[config.mk]
export PLATFORM = sky130hd
export DESIGN_NAME = counter_display_multi
export DESIGN_NICKNAME = d
export VERILOG_FILES = /design/src/rtl/counter_display_multi.sv
export SDC_FILE = /design/constraint.sdc
export NUM_CORES = 1
export LEC_CHECK = 0
export CAP_MARGIN = 40
export CORE_UTILIZATION = 45
export CTS_CLUSTER_DIAMETER = 80
export DETAILED_ROUTE_END_ITERATION = 8
export PLACE_DENSITY = 0.76
export SETUP_SLACK_MARGIN = 0.5
export SYNTH_ARGS = -nofsm -noshare
export SYNTH_HDL_FRONTEND = slang
export SYNTH_SLANG_ARGS = --single-unit
[constraint.sdc]
create_clock -name i_Clk -period 2.72 [get_ports i_Clk]
set_input_delay 0.544 -clock i_Clk [delete_from_list [all_inputs] [get_ports i_Clk]]
set_output_delay 0.544 -clock i_Clk [all_outputs]
set_load 0.05 [all_outputs]
[src/rtl/counter_display_multi.sv]
// Multi-digit hex/decimal up/down front-panel counter with debounced
// buttons, hold-to-repeat and registered seven-segment outputs.
module counter_display_multi #(
  parameter int DIGITS         = 2,
  parameter int RADIX          = 16,
  parameter int DEBOUNCE_LIMIT = 250000,
  parameter int REPEAT_DELAY   = 12500000,
  parameter int REPEAT_RATE    = 2500000,
  parameter bit ACTIVE_LOW_SEG = 1'b1
) (
  input  logic                  i_Clk,
  input  logic                  i_Rst_n,
  input  logic                  i_Switch_Up,
  input  logic                  i_Switch_Down,
  input  logic                  i_Switch_Reset,
  output logic [4*DIGITS-1:0]   o_Count,
  output logic [7*DIGITS-1:0]   o_Segments,
  output logic                  o_Wrap
);

  localparam int DW =
    (DEBOUNCE_LIMIT > 2) ? $clog2(DEBOUNCE_LIMIT) : 1;
  localparam logic [DW-1:0] DB_MAX =
    DW'(DEBOUNCE_LIMIT - 1);
  localparam logic [3:0] DMAX = 4'(RADIX - 1);
  localparam logic [31:0] DLY_LD =
    (REPEAT_DELAY > 0) ? 32'(REPEAT_DELAY - 1) : 32'd0;
  localparam logic [31:0] RATE_LD =
    (REPEAT_RATE > 0) ? 32'(REPEAT_RATE - 1) : 32'd0;
  localparam logic [6:0] SEG_POL =
    ACTIVE_LOW_SEG ? 7'h7F : 7'h00;
  localparam logic [6:0] SEG_ZERO =
    7'b1111110 ^ SEG_POL;

  typedef enum logic [1:0] {
    ST_IDLE,
    ST_HOLD,
    ST_REPEAT
  } state_e;

  // bit 0 = up, bit 1 = down, bit 2 = clear
  logic [2:0]    raw;
  logic [2:0]    sync1_q;
  logic [2:0]    sync2_q;
  logic [2:0]    db_q;
  logic [2:0]    prev_q;
  logic [2:0]    rise_q;
  logic [DW-1:0] dbc_q [3];

  state_e                state_q;
  logic                  dn_q;
  logic [31:0]           timer_q;
  logic [4*DIGITS-1:0]   count_q;
  logic                  wrap_q;
  logic [7*DIGITS-1:0]   seg_q;

  logic [4*DIGITS-1:0]   inc_d;
  logic [4*DIGITS-1:0]   dec_d;
  logic                  inc_wrap;
  logic                  dec_wrap;
  logic [7*DIGITS-1:0]   seg_d;
  logic                  act_lvl;
  logic                  oth_lvl;

  assign raw = {i_Switch_Reset, i_Switch_Down, i_Switch_Up};

  always_ff @(posedge i_Clk or negedge i_Rst_n) begin
    if (!i_Rst_n) begin
      sync1_q <= '0;
      sync2_q <= '0;
      db_q    <= '0;
      prev_q  <= '0;
      rise_q  <= '0;
      for (int k = 0; k < 3; k++) begin
        dbc_q[k] <= '0;
      end
    end else begin
      sync1_q <= raw;
      sync2_q <= sync1_q;
      prev_q  <= db_q;
      rise_q  <= db_q & ~prev_q;
      for (int k = 0; k < 3; k++) begin
        if (sync2_q[k] == db_q[k]) begin
          dbc_q[k] <= '0;
        end else if (dbc_q[k] == DB_MAX) begin
          db_q[k]  <= ~db_q[k];
          dbc_q[k] <= '0;
        end else begin
          dbc_q[k] <= dbc_q[k] + 1'b1;
        end
      end
    end
  end

  // Ripple carry / borrow through the digits, LSB first
  always_comb begin
    logic       cy;
    logic       bw;
    logic [3:0] dg;
    inc_d = count_q;
    dec_d = count_q;
    cy    = 1'b1;
    bw    = 1'b1;
    dg    = '0;
    for (int k = 0; k < DIGITS; k++) begin
      dg = count_q[4*k +: 4];
      if (cy) begin
        if (dg == DMAX) begin
          inc_d[4*k +: 4] = 4'd0;
        end else begin
          inc_d[4*k +: 4] = dg + 4'd1;
          cy = 1'b0;
        end
      end
      if (bw) begin
        if (dg == 4'd0) begin
          dec_d[4*k +: 4] = DMAX;
        end else begin
          dec_d[4*k +: 4] = dg - 4'd1;
          bw = 1'b0;
        end
      end
    end
    inc_wrap = cy;
    dec_wrap = bw;
  end

  function automatic logic [6:0] glyph(
    input logic [3:0] d
  );
    logic [6:0] g;
    case (d)
      4'h0:    g = 7'b1111110;
      4'h1:    g = 7'b0110000;
      4'h2:    g = 7'b1101101;
      4'h3:    g = 7'b1111001;
      4'h4:    g = 7'b0110011;
      4'h5:    g = 7'b1011011;
      4'h6:    g = 7'b1011111;
      4'h7:    g = 7'b1110000;
      4'h8:    g = 7'b1111111;
      4'h9:    g = 7'b1111011;
      4'hA:    g = 7'b1110111;
      4'hB:    g = 7'b0011111;
      4'hC:    g = 7'b1001110;
      4'hD:    g = 7'b0111101;
      4'hE:    g = 7'b1001111;
      default: g = 7'b1000111;
    endcase
    return g;
  endfunction

  always_comb begin
    seg_d = '0;
    for (int k = 0; k < DIGITS; k++) begin
      seg_d[7*k +: 7] = glyph(count_q[4*k +: 4]) ^ SEG_POL;
    end
  end

  assign act_lvl = dn_q ? db_q[1] : db_q[0];
  assign oth_lvl = dn_q ? db_q[0] : db_q[1];

  always_ff @(posedge i_Clk or negedge i_Rst_n) begin
    if (!i_Rst_n) begin
      state_q <= ST_IDLE;
      dn_q    <= 1'b0;
      timer_q <= '0;
      count_q <= '0;
      wrap_q  <= 1'b0;
      seg_q   <= {DIGITS{SEG_ZERO}};
    end else begin
      wrap_q <= 1'b0;
      seg_q  <= seg_d;
      if (rise_q[2]) begin
        count_q <= '0;
        state_q <= ST_IDLE;
      end else if (db_q[2]) begin
        state_q <= ST_IDLE;
      end else begin
        case (state_q)
          ST_IDLE: begin
            if (rise_q[0] && !db_q[1]) begin
              count_q <= inc_d;
              wrap_q  <= inc_wrap;
              dn_q    <= 1'b0;
              timer_q <= DLY_LD;
              state_q <= (REPEAT_DELAY == 0) ?
                         ST_IDLE : ST_HOLD;
            end else if (rise_q[1] && !db_q[0]) begin
              count_q <= dec_d;
              wrap_q  <= dec_wrap;
              dn_q    <= 1'b1;
              timer_q <= DLY_LD;
              state_q <= (REPEAT_DELAY == 0) ?
                         ST_IDLE : ST_HOLD;
            end
          end
          default: begin
            if (!act_lvl || oth_lvl) begin
              state_q <= ST_IDLE;
            end else if (timer_q == 32'd0) begin
              count_q <= dn_q ? dec_d : inc_d;
              wrap_q  <= dn_q ? dec_wrap : inc_wrap;
              timer_q <= RATE_LD;
              state_q <= ST_REPEAT;
            end else begin
              timer_q <= timer_q - 32'd1;
            end
          end
        endcase
      end
    end
  end

  assign o_Count    = count_q;
  assign o_Segments = seg_q;
  assign o_Wrap     = wrap_q;

endmodule

# == Word level (Yosys, flattened, before mapping) ==
# Memories as Yosys holds them, arrays and structs flattened.
# Index checks and enable logic that the tools add are counted.
# word_totals
mem_count,2
romBits,224
in_bits,5
reg_bits,127
wordCells,121
# memory_table
memory,depth,width,rd,rd_clocked_by_memory_dff,write_ports,line_no,text
(name not given),16,7,1,0,0,132,case (d)
(name not given),16,7,1,0,0,132,
# classes
add_sub_neg,8
eq_ne,14
muxes,50
reduce_logical,20
bitwise,11
# ops
op,n
$mux W32,5
$mux W18,6
$mux W8,8
$add A18 B1 Y18 const B,3
$eq A18 B18 Y1 const B,3
$logic_not A32 Y1,1
$sub A32 B1 Y32 const B,1
$mux W4,6
$mux W1,18
$mux W2,7
$not A7 Y7,2
$reduce_and A4 Y1,3
$add A4 B1 Y4 const B,2
$eq A4 B4 Y1 const B,2
$logic_not A4 Y1,2
$reduce_and A2 Y1,4
$sub A4 B1 Y4 const B,2
$not A1 Y1,7
$ne A5 B5 Y1 const B,1
$reduce_bool A5 Y1,1
$ne A2 B1 Y1 const B,2
$ne A4 B4 Y1 const B,1
$and A3 B3 Y3,1
$eq A1 B1 Y1,3
other kinds (9),12

# == Depth between registers and ports, before layout ==
# logic_depth
depth_word,9
ltp_mapped,8
depth_no_buf,7

# == Worst setup path after synthesis ==
# Ideal clock, no wire load.
# synth_timing
kind,register -> register
from,reg timer_q[20]
to,reg timer_q[7]
stages_incl_launch_ff,9
setup_ns,0.078
setup_slack_ns,0.173
arrival_ns,2.469
period_less_slack_ns,2.547
cell_sequence,dfrtp_1 or4_1 buf_2 or4_4 buf_6 or4_4 buf_6 a211o_1 a21oi_1
# synth_between
elab_chain_len,4
# synth_lines
element,line_no,text
"start, declared",52,logic [31:0] timer_q;
"start signal, assigned",207,timer_q <= timer_q - 32'd1;
$logic_not A32 Y1,201,end else if (timer_q == 32'd0) begin
$mux W32,201,
$mux W32,199,if (!act_lvl || oth_lvl) begin
$mux W32,180,case (state_q)
# Every way passes these cells. The select of a mux whose other input is x is not followed.
# A chain may end at the register's enable or synchronous reset.

# == Final worst setup path ==
# Same ends and word-level chain as after synthesis.

==> impl_metrics.py <==
metrics = {
    "power": {
        "p_total_mw": 4.24,
        "p_leak_nw": 3.60,
        "cellPowerDensity_nw_per_um2": 522,
        "ir_drop_mv": 0.445,
    },
    "drt": {
        "firstDrtPassIters": 5,
        "wire_per_inst_um": 15.4,
        "final_antenna_net_count": 0,
        "wirelength_um": 14900,
        "drt_iter0_markers": 560,
        "vias": 5613,
        "vias_per_cell": 5.81,
        "drc": 0,
    },
    "placed_design": {
        "dp.cells": 921,
        "dp_slack_ns": 0.217,
        "dpl.hpwl_um": 9640,
        "io_buffers": 27,
        "place_congestion": 0.816,
        "placed_cell_area_um2": 7280,
    },
    "yosys": {
        "ys.flop_type": "dfrtp_1",
        "syn_avg_cell_area_um2": 9.34,
        "synthesis.nets": 740,
        "yosysUniqueCellTypes": 65,
        "synth_enable_flop_cells": 0,
        "synth-warning-count": 0,
        "synth_area_um2": 6710,
        "async_flop_share": 1.00,
        "synthCells": 719,
        "synth-seq-cells": 127,
        "ys_seq_area_frac": 0.474,
    },
    "layout": {
        "antenna_cells": 0,
        "stdcell_area_um2": 8130,
        "layout_commonest_cell": "dfrtp_1",
        "drive_gt1_frac": 0.155,
        "layout_common_cells": "dfrtp_1, nor2_1, nand2_1",
        "final_cells": 966,
        "syn_to_final_growth_pct": 21.1,
        "final_util": 0.559,
        "nets": 791,
    },
    "sta": {
        "hold_viol": 0,
        "slew_viol_final": 0,
        "rsz0062_at_grt": "yes",
        "whs_ns": 0.0450,
        "skew_ns": 0.00731,
        "worst_slew_pin_slew_ns": 0.768,
        "worst_slack_ns": 0.309,
        "finalSetupViolCount": 0,
        "fmax_mhz": 415,
        "slew-limit-headroom": 0.483,
        "fin_setup_tns_ns": 0,
        "finalCriticalPeriod_ns": 2.41,
        "post-route-period-util": 0.886,
    },
    "grt": {
        "antenna_found_initial": 0,
        "grt_use_total": 0.206,
        "grt_pass1_vias": 5205,
        "grt_start_max_net_pins": 70,
        "grt_first_pass_wirelength_um": 24800,
        "grt_overflow": 0,
    },
    "min_path": {
        "hold_class": "in2async",
    },
    "setup_path": {
        "criticalPathCategory": "reg2reg",
        "cp.arrival_ns": 2.77,
        "startpoint_type": "flop",
        "end_kind": "flop",
        "crit_fanout": 7,
        "cp.required_ns": 3.08,
    },
    "status": {
        "status": "finished, final reports clean",
    },
    "floorplanning": {
        "start_util": 0.462,
        "die_w_um": 124,
        "core_area_um2": 14500,
        "die_area_um2": 15400,
        "io_pins": 28,
        "die_y_um": 124,
        "num_rows": 44,
    },
    "cts": {
        "path_clk_slew_ns": 0.06,
        "cts_max_level": 4,
        "cts_root_buffer": "clkbuf_16",
        "clock-sinks": 127,
        "ctsHoldBuffers": 0,
        "numCtsBuffers": 17,
        "tritoncts": "done",
        "clk_path_buf_depth": 2,
        "clk_latency_ns": 0.43,
    },
    "flow_run": {
        "drv_cap": 0,
    },
}
## cells in the mapped netlist, drive strengths merged, types with 8 or more instances
cell | number | area [µm²]
a21oi | 27 | 135
nand2 | 47 | 176
nor3 | 26 | 130
a31oi | 17 | 106
o31ai | 12 | 90.1
xnor2 | 25 | 219
ha | 16 | 200
nand3 | 40 | 200
xor2 | 25 | 219
nor2b | 8 | 50.1
dfrtp | 125 | 3130
o21ai | 53 | 269
clkbuf | 27 | 101
mux2i | 9 | 90.1
nor2 | 98 | 368
nand4 | 12 | 75.1
inv | 22 | 82.6
and3 | 10 | 62.6
nor4 | 17 | 113
## where the power goes
| part | internal (mW) | total, mW | switching [mW] |
|---|---|---|---|
| clock | 1.39 | 2.24 | 0.849 |
| sequential | 1.91 | 1.92 | 0.0133 |
| combinational | 0.0216 | 0.0793 | 0.0577 |
## cell type report
type                            instances  area, µm²
Multi-Input combinational cell        537       3470
Clock buffer                           19        453
Sequential cell                       127       3180
Clock inverter                         12        136
Fill cell                            1245       6410
Inverter                               24       90.1
Tap cell                              184        230
Timing Repair Buffer                   63        562
## routing by layer
layer	part of all wire	global-route usage	wire, µm
met5	0	0	0
met1	0.45	0.269	6650
met4	0.021	0.0938	316
met2	0.48	0.328	7230
met3	0.048	0.0430	720
## registers in the layout (all words and copies together), names as in the netlist
register,count
db_q,3
dbc_q,54
dn_q,1
o_Count,8
o_Segments,14
o_Wrap,1
prev_q,3
rise_q,3
state_q,2
sync1_q,3
sync2_q,3
timer_q,32
## path summary, 6_finish.rpt
kind / cells past startpoint / from / slack [ns] / to
worst max-delay path: 5 / timer_q[20] / 0.31 / timer_q[7]
worst min-delay path: 1 / i_Rst_n / 0.04 / o_Segments[8]
worst max register to register: 5 / timer_q[20] / 0.31 / timer_q[7]
worst min register to register: 0 / sync1_q[0] / 0.35 / sync2_q[0]
max in group asynchronous: 2 / i_Rst_n / 1.91 / o_Segments[0]
min in group i_Clk: 0 / sync1_q[0] / 0.35 / sync2_q[0]
## critical path, stage by stage (launching register included)
cell	delay (ns)
dfrtp_1	0.37
or4_4	0.53
or4_4	0.51
or4_4	0.52
a211o_1	0.29
a21oi_2	0.11
## cell families after synthesis
group                    after synthesis  share of synthesized area
AO/OA/AOI/OAI                        149                      0.139
XOR/XNOR                              50                     0.0652
adder cells (fa/ha/maj)               16                     0.0298
buffers and inverters                 56                     0.0339
flip-flops                           127                      0.474
multiplexers                          16                     0.0268
AND/OR/NAND/NOR                      305                      0.231
## what timing repair did
action	CTS	global route
setup buffers	10	2
pin swaps	5	4
cloned	2	0
setup endpoints to repair	48	59
gates resized for setup	29	25
(Power assumes the default switching activity.)
